`config.mk`:
```
export PLATFORM = sky130hd
export DESIGN_NAME = imem_port_ctrl_flat
export DESIGN_NICKNAME = d
export VERILOG_FILES = /design/src/rtl/imem_port_ctrl_pkg.sv /design/src/rtl/imem_port_ctrl_if.sv /design/src/rtl/imem_port_ctrl_grant_sel.sv /design/src/rtl/imem_port_ctrl.sv /design/src/flat_wrapper.sv
export SDC_FILE = /design/constraint.sdc
export NUM_CORES = 1
export LEC_CHECK = 0
export ABC_AREA = 1
export CAP_MARGIN = 40
export CORE_AREA = 2 2 94 96
export CTS_CLUSTER_DIAMETER = 150
export CTS_CLUSTER_SIZE = 40
export DETAILED_ROUTE_END_ITERATION = 10
export DIE_AREA = 0 0 96 98
export HOLD_SLACK_MARGIN = 0.06
export PLACE_DENSITY = 0.66
export SLEW_MARGIN = 5
export SYNTH_ARGS = -nofsm -noshare
export SYNTH_HDL_FRONTEND = slang
export SYNTH_HIERARCHICAL = 1
export SYNTH_SLANG_ARGS = --single-unit
export TNS_END_PERCENT = 20
```
`constraint.sdc`:
```
create_clock -name clk -period 2.8 [get_ports clk]
set_input_delay 0.56 -clock clk [delete_from_list [all_inputs] [get_ports clk]]
set_output_delay 0.56 -clock clk [all_outputs]
set_load 0.005 [all_outputs]
```
`src/rtl/imem_port_ctrl_pkg.sv`:
```
// Shared constants, types and the address-check helper for the
// instruction-memory port controller.
package imem_pkg;

  localparam int IMEM_DEPTH        = 256;
  localparam int IMEM_AW           = $clog2(IMEM_DEPTH);
  localparam int IMEM_MAX_LD_BURST = 4;

  typedef enum logic {
    SRC_FETCH = 1'b0,
    SRC_LOAD  = 1'b1
  } src_e;

  typedef struct packed {
    logic valid;
    src_e src;
    logic fault;
  } resp_t;

  localparam resp_t RESP_IDLE = '{valid: 1'b0, src: SRC_FETCH, fault: 1'b0};

  // A byte address is unusable when it is not word aligned or lies past the array.
  function automatic logic addr_is_bad(input logic [31:0] addr, input int unsigned depth);
    logic [33:0] limit;
    limit = 34'(depth) << 2;
    return (addr[1:0] != 2'b00) || ({2'b00, addr} >= limit);
  endfunction

endpackage

```
`src/rtl/imem_port_ctrl_if.sv`:
```
// Bundle of the fetch, loader and memory-array signals around the port
// controller; slave is the controller's view, master the surrounding logic.
interface imem_port_ctrl_if #(
  parameter int AW = imem_pkg::IMEM_AW
);

  logic          if_req;
  logic [31:0]   if_addr;
  logic          if_flush;
  logic          if_gnt;
  logic          if_valid;
  logic [31:0]   if_instr;
  logic          if_fault;

  logic          ld_req;
  logic          ld_we;
  logic [31:0]   ld_addr;
  logic [31:0]   ld_wdata;
  logic          ld_gnt;
  logic          ld_rvalid;
  logic [31:0]   ld_rdata;
  logic          ld_fault;

  logic          mem_en;
  logic          mem_we;
  logic [AW-1:0] mem_addr;
  logic [31:0]   mem_wdata;
  logic [31:0]   mem_rdata;

  modport slave (
    input  if_req, if_addr, if_flush,
    output if_gnt, if_valid, if_instr, if_fault,
    input  ld_req, ld_we, ld_addr, ld_wdata,
    output ld_gnt, ld_rvalid, ld_rdata, ld_fault,
    output mem_en, mem_we, mem_addr, mem_wdata,
    input  mem_rdata
  );

  modport master (
    output if_req, if_addr, if_flush,
    input  if_gnt, if_valid, if_instr, if_fault,
    output ld_req, ld_we, ld_addr, ld_wdata,
    input  ld_gnt, ld_rvalid, ld_rdata, ld_fault,
    input  mem_en, mem_we, mem_addr, mem_wdata,
    output mem_rdata
  );

endinterface

```
`src/rtl/imem_port_ctrl_grant_sel.sv`:
```
// Winner selection between fetch and loader, with a streak counter that
// bounds how long a waiting fetch can be starved by loader traffic.
module imem_grant_sel
  import imem_pkg::*;
#(
  parameter int MAX_LD_BURST = IMEM_MAX_LD_BURST
) (
  input  logic clk,
  input  logic reset,
  input  logic if_req,
  input  logic ld_req,
  output logic if_gnt,
  output logic ld_gnt,
  output src_e sel_src
);

  localparam int            SW         = $clog2(MAX_LD_BURST + 1);
  localparam logic [SW-1:0] STREAK_MAX = SW'(MAX_LD_BURST);

  logic [SW-1:0] streak_q;
  logic [SW-1:0] streak_d;
  logic          fetch_wins;

  // Loader has priority until it has won MAX_LD_BURST times in a row over a waiting fetch.
  always_comb begin
    fetch_wins = 1'b0;
    if_gnt     = 1'b0;
    ld_gnt     = 1'b0;
    sel_src    = SRC_FETCH;
    if (reset) begin
      fetch_wins = 1'b0;
      if_gnt     = 1'b0;
      ld_gnt     = 1'b0;
      sel_src    = SRC_FETCH;
    end else begin
      fetch_wins = if_req && (!ld_req || (streak_q == STREAK_MAX));
      if_gnt     = fetch_wins;
      ld_gnt     = ld_req && !fetch_wins;
      sel_src    = ld_gnt ? SRC_LOAD : SRC_FETCH;
    end
  end

  always_comb begin
    streak_d = streak_q;
    if (!if_req || if_gnt) begin
      streak_d = '0;
    end else if (ld_gnt && (streak_q != STREAK_MAX)) begin
      streak_d = streak_q + SW'(1);
    end else begin
      streak_d = streak_q;
    end
  end

  always_ff @(posedge clk) begin
    if (reset) begin
      streak_q <= '0;
    end else begin
      streak_q <= streak_d;
    end
  end

endmodule

```
`src/rtl/imem_port_ctrl.sv`:
```
// Single-port access controller for the instruction memory: arbitrates fetch
// and loader, checks addresses, drives the array and routes one-cycle responses.
module imem_port_ctrl
  import imem_pkg::*;
#(
  parameter int DEPTH        = IMEM_DEPTH,
  parameter int MAX_LD_BURST = IMEM_MAX_LD_BURST
) (
  input  logic             clk,
  input  logic             reset,
  imem_port_ctrl_if.slave  bus
);

  localparam int AW = $clog2(DEPTH);

  logic          if_gnt;
  logic          ld_gnt;
  src_e          sel_src;

  logic          gnt_any;
  logic [31:0]   gnt_addr;
  logic          gnt_we;
  logic          gnt_bad;

  logic          mem_en;
  logic          mem_we;
  logic [AW-1:0] mem_addr;
  logic [31:0]   mem_wdata;

  resp_t         resp_q;
  resp_t         resp_d;
  logic          resp_live;
  logic          if_valid;
  logic          ld_rvalid;

  imem_grant_sel #(
    .MAX_LD_BURST (MAX_LD_BURST)
  ) u_grant_sel (
    .clk     (clk),
    .reset   (reset),
    .if_req  (bus.if_req),
    .ld_req  (bus.ld_req),
    .if_gnt  (if_gnt),
    .ld_gnt  (ld_gnt),
    .sel_src (sel_src)
  );

  always_comb begin
    gnt_any = if_gnt | ld_gnt;
    if (sel_src == SRC_LOAD) begin
      gnt_addr = bus.ld_addr;
      gnt_we   = bus.ld_we;
    end else begin
      gnt_addr = bus.if_addr;
      gnt_we   = 1'b0;
    end
    gnt_bad = addr_is_bad(gnt_addr, DEPTH);
  end

  // A faulting grant is still consumed but never reaches the array.
  always_comb begin
    mem_en    = 1'b0;
    mem_we    = 1'b0;
    mem_addr  = '0;
    mem_wdata = 32'h0000_0000;
    if (gnt_any && !gnt_bad) begin
      mem_en    = 1'b1;
      mem_we    = gnt_we;
      mem_addr  = gnt_addr[AW+1:2];
      mem_wdata = gnt_we ? bus.ld_wdata : 32'h0000_0000;
    end else begin
      mem_en    = 1'b0;
      mem_we    = 1'b0;
      mem_addr  = '0;
      mem_wdata = 32'h0000_0000;
    end
  end

  // Clean loader writes are the only grants that return nothing.
  always_comb begin
    resp_d = RESP_IDLE;
    if (gnt_any && ((sel_src == SRC_FETCH) || gnt_bad || !gnt_we)) begin
      resp_d.valid = 1'b1;
      resp_d.src   = sel_src;
      resp_d.fault = gnt_bad;
    end else begin
      resp_d = RESP_IDLE;
    end
  end

  always_ff @(posedge clk) begin
    if (reset) begin
      resp_q <= RESP_IDLE;
    end else begin
      resp_q <= resp_d;
    end
  end

  // Reset and flush squash the returning response in the same cycle they are seen.
  always_comb begin
    resp_live = resp_q.valid && !reset;
    if_valid  = resp_live && (resp_q.src == SRC_FETCH) && !bus.if_flush;
    ld_rvalid = resp_live && (resp_q.src == SRC_LOAD);
  end

  assign bus.if_gnt    = if_gnt;
  assign bus.ld_gnt    = ld_gnt;
  assign bus.mem_en    = mem_en;
  assign bus.mem_we    = mem_we;
  assign bus.mem_addr  = mem_addr;
  assign bus.mem_wdata = mem_wdata;

  assign bus.if_valid  = if_valid;
  assign bus.if_fault  = if_valid && resp_q.fault;
  assign bus.if_instr  = (if_valid && !resp_q.fault) ? bus.mem_rdata : 32'h0000_0000;

  assign bus.ld_rvalid = ld_rvalid;
  assign bus.ld_fault  = ld_rvalid && resp_q.fault;
  assign bus.ld_rdata  = (ld_rvalid && !resp_q.fault) ? bus.mem_rdata : 32'h0000_0000;

endmodule

```
`src/flat_wrapper.sv`:
```
// flat-port wrapper written by rule: the top's interface ports become plain ports
module imem_port_ctrl_flat import imem_pkg::*;
#(
  parameter int DEPTH        = IMEM_DEPTH,
  parameter int MAX_LD_BURST = IMEM_MAX_LD_BURST
)
  (clk, reset, bus_if_req, bus_if_addr, bus_if_flush, bus_if_gnt, bus_if_valid, bus_if_instr, bus_if_fault, bus_ld_req, bus_ld_we, bus_ld_addr, bus_ld_wdata, bus_ld_gnt, bus_ld_rvalid, bus_ld_rdata, bus_ld_fault, bus_mem_en, bus_mem_we, bus_mem_addr, bus_mem_wdata, bus_mem_rdata);
  imem_port_ctrl_if bus_i ();
  input  logic clk;
  input  logic reset;
  input wire logic [$bits(bus_i.if_req)-1:0] bus_if_req;
  input wire logic [$bits(bus_i.if_addr)-1:0] bus_if_addr;
  input wire logic [$bits(bus_i.if_flush)-1:0] bus_if_flush;
  output wire logic [$bits(bus_i.if_gnt)-1:0] bus_if_gnt;
  output wire logic [$bits(bus_i.if_valid)-1:0] bus_if_valid;
  output wire logic [$bits(bus_i.if_instr)-1:0] bus_if_instr;
  output wire logic [$bits(bus_i.if_fault)-1:0] bus_if_fault;
  input wire logic [$bits(bus_i.ld_req)-1:0] bus_ld_req;
  input wire logic [$bits(bus_i.ld_we)-1:0] bus_ld_we;
  input wire logic [$bits(bus_i.ld_addr)-1:0] bus_ld_addr;
  input wire logic [$bits(bus_i.ld_wdata)-1:0] bus_ld_wdata;
  output wire logic [$bits(bus_i.ld_gnt)-1:0] bus_ld_gnt;
  output wire logic [$bits(bus_i.ld_rvalid)-1:0] bus_ld_rvalid;
  output wire logic [$bits(bus_i.ld_rdata)-1:0] bus_ld_rdata;
  output wire logic [$bits(bus_i.ld_fault)-1:0] bus_ld_fault;
  output wire logic [$bits(bus_i.mem_en)-1:0] bus_mem_en;
  output wire logic [$bits(bus_i.mem_we)-1:0] bus_mem_we;
  output wire logic [$bits(bus_i.mem_addr)-1:0] bus_mem_addr;
  output wire logic [$bits(bus_i.mem_wdata)-1:0] bus_mem_wdata;
  input wire logic [$bits(bus_i.mem_rdata)-1:0] bus_mem_rdata;
  assign bus_i.if_req = bus_if_req;
  assign bus_i.if_addr = bus_if_addr;
  assign bus_i.if_flush = bus_if_flush;
  assign bus_if_gnt = bus_i.if_gnt;
  assign bus_if_valid = bus_i.if_valid;
  assign bus_if_instr = bus_i.if_instr;
  assign bus_if_fault = bus_i.if_fault;
  assign bus_i.ld_req = bus_ld_req;
  assign bus_i.ld_we = bus_ld_we;
  assign bus_i.ld_addr = bus_ld_addr;
  assign bus_i.ld_wdata = bus_ld_wdata;
  assign bus_ld_gnt = bus_i.ld_gnt;
  assign bus_ld_rvalid = bus_i.ld_rvalid;
  assign bus_ld_rdata = bus_i.ld_rdata;
  assign bus_ld_fault = bus_i.ld_fault;
  assign bus_mem_en = bus_i.mem_en;
  assign bus_mem_we = bus_i.mem_we;
  assign bus_mem_addr = bus_i.mem_addr;
  assign bus_mem_wdata = bus_i.mem_wdata;
  assign bus_i.mem_rdata = bus_mem_rdata;
  imem_port_ctrl #(.DEPTH(DEPTH), .MAX_LD_BURST(MAX_LD_BURST)) u_core (.clk(clk), .reset(reset), .bus(bus_i));
endmodule
```
* After elaboration in Yosys (flattened, before gate mapping)
Cells that the tools add are included.
** Storage, ports and cells
- Logic and storage cells :: 55
- Flip-flop bits (word level) :: 6
- Output and inout bits :: 112
- Bits of input ports :: 134
** Cells by class
- Bitwise operators :: 4
- $add $sub $neg :: 1
- Equality and inequality tests :: 2
- Reduce and logical (&&, ||, !) cells :: 29
- Muxes and demuxes :: 14
- Order comparisons :: 1
** Operators by type and width (number)
- 32-bit two-way mux :: 5
- 32-bit by 11-bit >= comparator with 1-bit output (second input constant) :: 1
- 1-bit logical AND :: 13
- 1-bit logical NOT :: 8
- 8-bit two-way mux :: 1
- 1-bit two-way mux :: 7
- 1-bit logical OR :: 5
- 2-bit OR reduction :: 2
- 3-bit by 1-bit adder with 3-bit output (second input constant) :: 1
- 3-bit equality test (second input constant) :: 1
- 3-bit two-way mux :: 1
- 3-bit != test (second input constant) :: 1
- 1-bit NOT :: 3
- 2-bit nonzero test :: 1
- 1-bit OR :: 1

* Depth between registers and ports, before layout
- Word-level depth :: 15
- Depth in mapped cells :: 15
- Gate-level depth less buffers :: 14

* Modules after synthesis
Netlist, hierarchy kept.
** By module, submodules not included
- imem_port_ctrl :: area each 1262.5 µm², cells each 287, times used 1
- imem_grant_sel :: area each 166.4 µm², cells each 21, times used 1

* Worst setup path after synthesis
OpenSTA, ideal clock, no wires.
- Kind :: input port to output port
- Start point :: input port bus_if_req
- End point :: output port bus_mem_wdata[22]
- Data required time :: 2240 ps
- Arrival time :: 1743 ps
- Path buffers :: 3
- Setup slack :: 497 ps
- Stages on the path :: 13
- Cell sequence :: nand3_1 -> nand3_1 -> inv_1 -> buf_4 -> buf_6 -> nor2_2 -> nand3_1 -> nor2_1 -> nand2_1 -> nand2_4 -> nand3_4 -> buf_6 -> nor2_1
** RTL lines
- start: declaration :: line flat_wrapper.sv:11 : input wire logic [$bits(bus_i.if_req)-1:0] bus_if_req;
- 1-bit logical AND :: line imem_port_ctrl_grant_sel.sv:36 : fetch_wins = if_req && (!ld_req || (streak_q == STREAK_MAX));
- 1-bit logical NOT :: line imem_port_ctrl_grant_sel.sv:38 : ld_gnt = ld_req && !fetch_wins;
- 1-bit logical AND :: line imem_port_ctrl_grant_sel.sv:38
- 1-bit two-way mux :: line imem_port_ctrl_grant_sel.sv:30 : if (reset) begin
- named net bus_ld_gnt :: line flat_wrapper.sv:22 : output wire logic [$bits(bus_i.ld_gnt)-1:0] bus_ld_gnt;
- 1-bit OR :: line imem_port_ctrl.sv:49 : gnt_any = if_gnt | ld_gnt;
- 1-bit logical AND :: line imem_port_ctrl.sv:66 : if (gnt_any && !gnt_bad) begin
- 32-bit two-way mux :: line imem_port_ctrl.sv:66
- end: declaration :: line flat_wrapper.sv:29 : output wire logic [$bits(bus_i.mem_wdata)-1:0] bus_mem_wdata;
The timed path passes the listed nets, and every way through them passes these cells.

* Worst setup path after layout
- Start point :: input port bus_if_flush
- End point :: output port bus_if_instr[27]
** Between the ends
- Cells in the longest elaborated chain, start to end :: 4
** Ends and longest elaborated chain
- start: declaration :: line flat_wrapper.sv:13 : input wire logic [$bits(bus_i.if_flush)-1:0] bus_if_flush;
- 1-bit logical NOT :: line imem_port_ctrl.sv:102 : if_valid = resp_live && (resp_q.src == SRC_FETCH) && !bus.if_flush;
- 1-bit logical AND :: line imem_port_ctrl.sv:102
- 1-bit logical AND :: line imem_port_ctrl.sv:115 : assign bus.if_instr = (if_valid && !resp_q.fault) ? bus.mem_rdata : 32'h0000_0000;
- 32-bit two-way mux :: line imem_port_ctrl.sv:115
- end: declaration :: line flat_wrapper.sv:16 : output wire logic [$bits(bus_i.if_instr)-1:0] bus_if_instr;
No other way between the ends.

==> metrics.txt <==
# TYPE chip_impl_metric gauge
chip_impl_metric{name="vdd_drop_max",unit="uV"} 65.7
chip_impl_metric{name="finalWirelength",unit="mm"} 8.17
chip_impl_metric{name="synth_simple_gate_area_share",unit="%"} 55.6
chip_impl_metric{name="muxShareOfSynthArea",unit="%"} 0
chip_impl_metric{name="design.final.nets",unit=""} 714
chip_impl_metric{name="post_route_drc",unit=""} 0
chip_impl_metric{name="cts_htree_levels",unit=""} 1
chip_impl_metric{name="final_critical_path_setup_slack",unit="ns"} 0.120
chip_impl_metric{name="numClockSinks",unit=""} 6
chip_impl_metric{name="core_area",unit="um^2"} 8470
chip_impl_info{name="worstPathCellList",value="clkdlybuf4s50_1, nor3_2, nand2_2, buf_12, nor2_1, clkdlybuf4s50_1"} 1
chip_impl_metric{name="route.detailed.wl_per_inst",unit="um"} 11.9
chip_impl_metric{name="p_total",unit="mW"} 0.522
chip_impl_metric{name="final-max-slew-violation-count",unit=""} 0
chip_impl_metric{name="post_synth_num_cell_types",unit=""} 21
chip_impl_info{name="cts-root-buf",value="sky130_fd_sc_hd__clkbuf_8"} 1
chip_impl_metric{name="cts.path.max_buffers",unit=""} 2
chip_impl_metric{name="placedInstanceArea",unit="um^2"} 4150
chip_impl_metric{name="finalWeightedCongestion",unit=""} 0.805
chip_impl_info{name="timing.critical_path.max_delay_family",value="buffers and inverters"} 1
chip_impl_metric{name="post_synth_instance_area",unit="um^2"} 1430
chip_impl_metric{name="clk_transition_reported_paths",unit="ns"} 0.04
chip_impl_metric{name="post_synth_fa_ha_maj_area_fraction",unit="%"} 1.75
chip_impl_metric{name="flow.area_growth_from_synthesis",unit="%"} 197
chip_impl_metric{name="post_synth.cell_area_avg",unit="um^2"} 4.64
chip_impl_metric{name="synth_xor_xnor_area_share",unit="%"} 0.613
chip_impl_metric{name="die-width",unit="um"} 96
chip_impl_metric{name="leakagePower",unit="nW"} 2.32
chip_impl_metric{name="routed_via_density",unit=""} 3.88
chip_impl_metric{name="synth_fp_nets",unit=""} 444
chip_impl_info{name="end_kind",value="output pin"} 1
chip_impl_metric{name="crit_path_max_incr_delay",unit="ns"} 0.52
chip_impl_info{name="most_instantiated_flip_flop_cell_in_the_synthesis_netlist",value="sky130_fd_sc_hd__dfxtp_1"} 1
chip_impl_metric{name="skew",unit="ns"} 0.00296
chip_impl_metric{name="grt_max_degree",unit=""} 32
chip_impl_metric{name="maximum_operating_frequency",unit="MHz"} 373
chip_impl_metric{name="grt-ovfl-total",unit=""} 0
chip_impl_metric{name="pre_cts_slack",unit="ns"} -0.513
chip_impl_metric{name="antenna_found_initial",unit=""} 0
chip_impl_metric{name="hold_slack",unit="ns"} 0.511
chip_impl_metric{name="setup-violations-final",unit=""} 0
chip_impl_metric{name="worstPathRequired",unit="ns"} 2.24
chip_impl_metric{name="first_global_vias",unit=""} 2607
chip_impl_metric{name="critical_path_peak_fanout",unit=""} 31
chip_impl_metric{name="drt_pre_antenna_iters",unit=""} 4
chip_impl_metric{name="fin_crit_sh",unit="%"} 95.7
chip_impl_metric{name="max_slew_margin",unit="%"} 83.8
chip_impl_metric{name="worstPathArrival",unit="ns"} 2.12
chip_impl_metric{name="fp-row-count",unit=""} 34
chip_impl_metric{name="ios",unit=""} 246
chip_impl_metric{name="tightest_slew",unit="ns"} 0.243
chip_impl_metric{name="count_of_nets_left_with_antenna_violations_after_detail_routing",unit=""} 0
chip_impl_info{name="status",value="finished, final reports clean"} 1
chip_impl_metric{name="ys_seq_elements",unit=""} 6
chip_impl_metric{name="clock_latency",unit="ns"} 0.22
chip_impl_metric{name="synth_seq_area_share",unit="%"} 8.41
chip_impl_info{name="synth_top_family_by_area",value="simple AND/OR/NAND/NOR gates"} 1
chip_impl_metric{name="total_routing_usage_reported_by_global_routing",unit="%"} 16.3
chip_impl_metric{name="synth_edf_count",unit=""} 0
chip_impl_info{name="tritoncts",value="built"} 1
chip_impl_metric{name="first_iter_violations",unit=""} 32
chip_impl_metric{name="final_design_area_no_fill",unit="um^2"} 4240
chip_impl_info{name="critical-path-slowest-cell",value="sky130_fd_sc_hd__clkdlybuf4s50_1"} 1
chip_impl_metric{name="dpl.hpwl",unit="mm"} 7.24
chip_impl_info{name="timing_worst_setup_path_type",value="input pin to output pin"} 1
chip_impl_metric{name="cts_hold_buffers",unit=""} 0
chip_impl_metric{name="floorplan.initialDensity",unit="%"} 16.9
chip_impl_metric{name="worst-path-buf-inv",unit=""} 3
chip_impl_metric{name="route.vias.total",unit=""} 2653
chip_impl_metric{name="antenna-diode-count",unit=""} 0
chip_impl_metric{name="final_layout_size_suffix_gt1_share",unit="%"} 22.2
chip_impl_metric{name="floorplan.die_area",unit="um^2"} 9410
chip_impl_metric{name="synth-compound-area-share",unit="%"} 3.15
chip_impl_info{name="setup_repair_after_global_routing_missed_its_margin",value="true"} 1
chip_impl_metric{name="cap_violations",unit=""} 0
chip_impl_metric{name="final_util",unit="%"} 50.1
chip_impl_metric{name="p_per_area",unit="nW/um^2"} 123
chip_impl_metric{name="yosys_warnings",unit=""} 6
chip_impl_info{name="cp_common_cell",value="sky130_fd_sc_hd__clkdlybuf4s50_1"} 1
chip_impl_metric{name="y_dimension_of_the_die",unit="um"} 98
chip_impl_metric{name="cts_made_buffers",unit=""} 3
chip_impl_info{name="startpoint_type",value="input pin"} 1
chip_impl_metric{name="post_synth_arst_share",unit="%"} 0
chip_impl_metric{name="finalWorstPathRequiredPeriod",unit="ns"} 2.68
chip_impl_info{name="timing.hold.worst.class",value="register to register"} 1
chip_impl_metric{name="report.final.hold_viol_count",unit=""} 0
chip_impl_metric{name="postSynthCellCount",unit=""} 308
chip_impl_metric{name="io_buffer_count",unit=""} 245
chip_impl_metric{name="grt_first_pass_wirelength",unit="mm"} 12.2
-- where the power goes --
group	internal (mW)	total, mW	leakage, nW	switching, mW
clock network	0.0924	0.130	0.0216	0.0374
registers	0.0889	0.0903	0.0499	0.00145
logic	0.206	0.302	2.25	0.0956
-- flip-flops by register name, summed over array words and instances, names as in the netlist --
name / count
u_core/u_grant_sel/streak_q: 3
u_core/resp_q: 3
-- path summary, 6_finish.rpt --
check                                              start  slack [ns]  cells after the start                                     endpoint
min reg2reg  u_core/u_grant_sel/streak_q[0]$_SDFFE_PP0P_        0.51                      2  u_core/u_grant_sel/streak_q[0]$_SDFFE_PP0P_
max                                         bus_if_flush        0.12                      6                             bus_if_instr[27]
min          u_core/u_grant_sel/streak_q[0]$_SDFFE_PP0P_        0.51                      2  u_core/u_grant_sel/streak_q[0]$_SDFFE_PP0P_
max reg2reg  u_core/u_grant_sel/streak_q[1]$_SDFFE_PP0P_        1.08                     16                  u_core/resp_q[0]$_SDFF_PP0_
-- routing by layer --
layer	vias up	wire length (um)	track usage, %
li1	1377	-	-
met4	0	97	4.07
met1	1116	3010	16.9
met5	-	0	0
met2	152	4230	31.9
met3	8	831	3.86
-- cell families after synthesis --
family,after synthesis
AND/OR/NAND/NOR,183
AO/OA/AOI/OAI,9
adder cells (fa/ha/maj),2
buffers and inverters,107
flip-flops,6
XOR/XNOR,1
-- layout by cell type (no fill, tap or decap), types with 2 or more instances in the layout --
cell type / instances
sky130_fd_sc_hd__clkdlybuf4s50_1: 187
sky130_fd_sc_hd__nor2_1: 96
sky130_fd_sc_hd__inv_1: 91
sky130_fd_sc_hd__nand2_1: 36
sky130_fd_sc_hd__buf_2: 28
sky130_fd_sc_hd__nor2_2: 28
sky130_fd_sc_hd__buf_4: 20
sky130_fd_sc_hd__clkbuf_2: 14
sky130_fd_sc_hd__dlymetal6s2s_1: 12
sky130_fd_sc_hd__a21oi_1: 8
sky130_fd_sc_hd__buf_12: 5
sky130_fd_sc_hd__buf_6: 5
sky130_fd_sc_hd__nor2_4: 4
sky130_fd_sc_hd__nand2_2: 4
sky130_fd_sc_hd__dfxtp_1: 4
sky130_fd_sc_hd__clkbuf_8: 3
sky130_fd_sc_hd__dlygate4sd2_1: 3
sky130_fd_sc_hd__and2_1: 3
sky130_fd_sc_hd__inv_2: 3
sky130_fd_sc_hd__inv_4: 2
sky130_fd_sc_hd__nand3_1: 2
sky130_fd_sc_hd__nand3_2: 2
sky130_fd_sc_hd__dfxtp_2: 2
-- stage by stage --
| step | cells | setup TNS [ns] |
|---|---|---|
| final | 684 | 0 |
| after global routing | 684 | -0.0152 |
| after CTS | 684 | -0.0737 |
| after detailed placement | 671 | -28.40 |
| after global placement | 671 | -27.96 |
| after floorplan | 308 | 0 |
-- area by class of cell --
type,instances,area [um^2]
fill,878,4230
multi-input combinational,195,973
tap,108,135
sequential,6,123
timing repair buffer,276,2600
inverter,96,365
clock buffer,3,41.3
-- cell usage after synthesis (2+ instances only) --
master                     count  area (um^2)
sky130_fd_sc_hd__nand2_1      40          150
sky130_fd_sc_hd__and2_1        3         18.8
sky130_fd_sc_hd__nand3_1       4         20.0
sky130_fd_sc_hd__dfxtp_1       6          120
sky130_fd_sc_hd__nor2_2       22          138
sky130_fd_sc_hd__nor2_1      106          398
sky130_fd_sc_hd__nor3_1        2         10.0
sky130_fd_sc_hd__ha_1          2         25.0
sky130_fd_sc_hd__buf_6         4         45.0
sky130_fd_sc_hd__clkbuf_1      6         22.5
sky130_fd_sc_hd__inv_1        95          357
sky130_fd_sc_hd__a21oi_1       9         45.0
-- worst register-to-register path: cells and delay by family, from the launching register on --
family	cells	cell delay, ns
fa+ha+maj	1	0.16
buf+inv	5	0.38
flops	1	0.33
simple gates	10	0.75
-- repair_timing --
action,CTS,global route
gates resized for setup,146,66
pin swaps,9,20
gates cloned,2,0
setup endpoints to repair,106,105
buffers inserted,8,2
(Power assumes the default switching activity.)
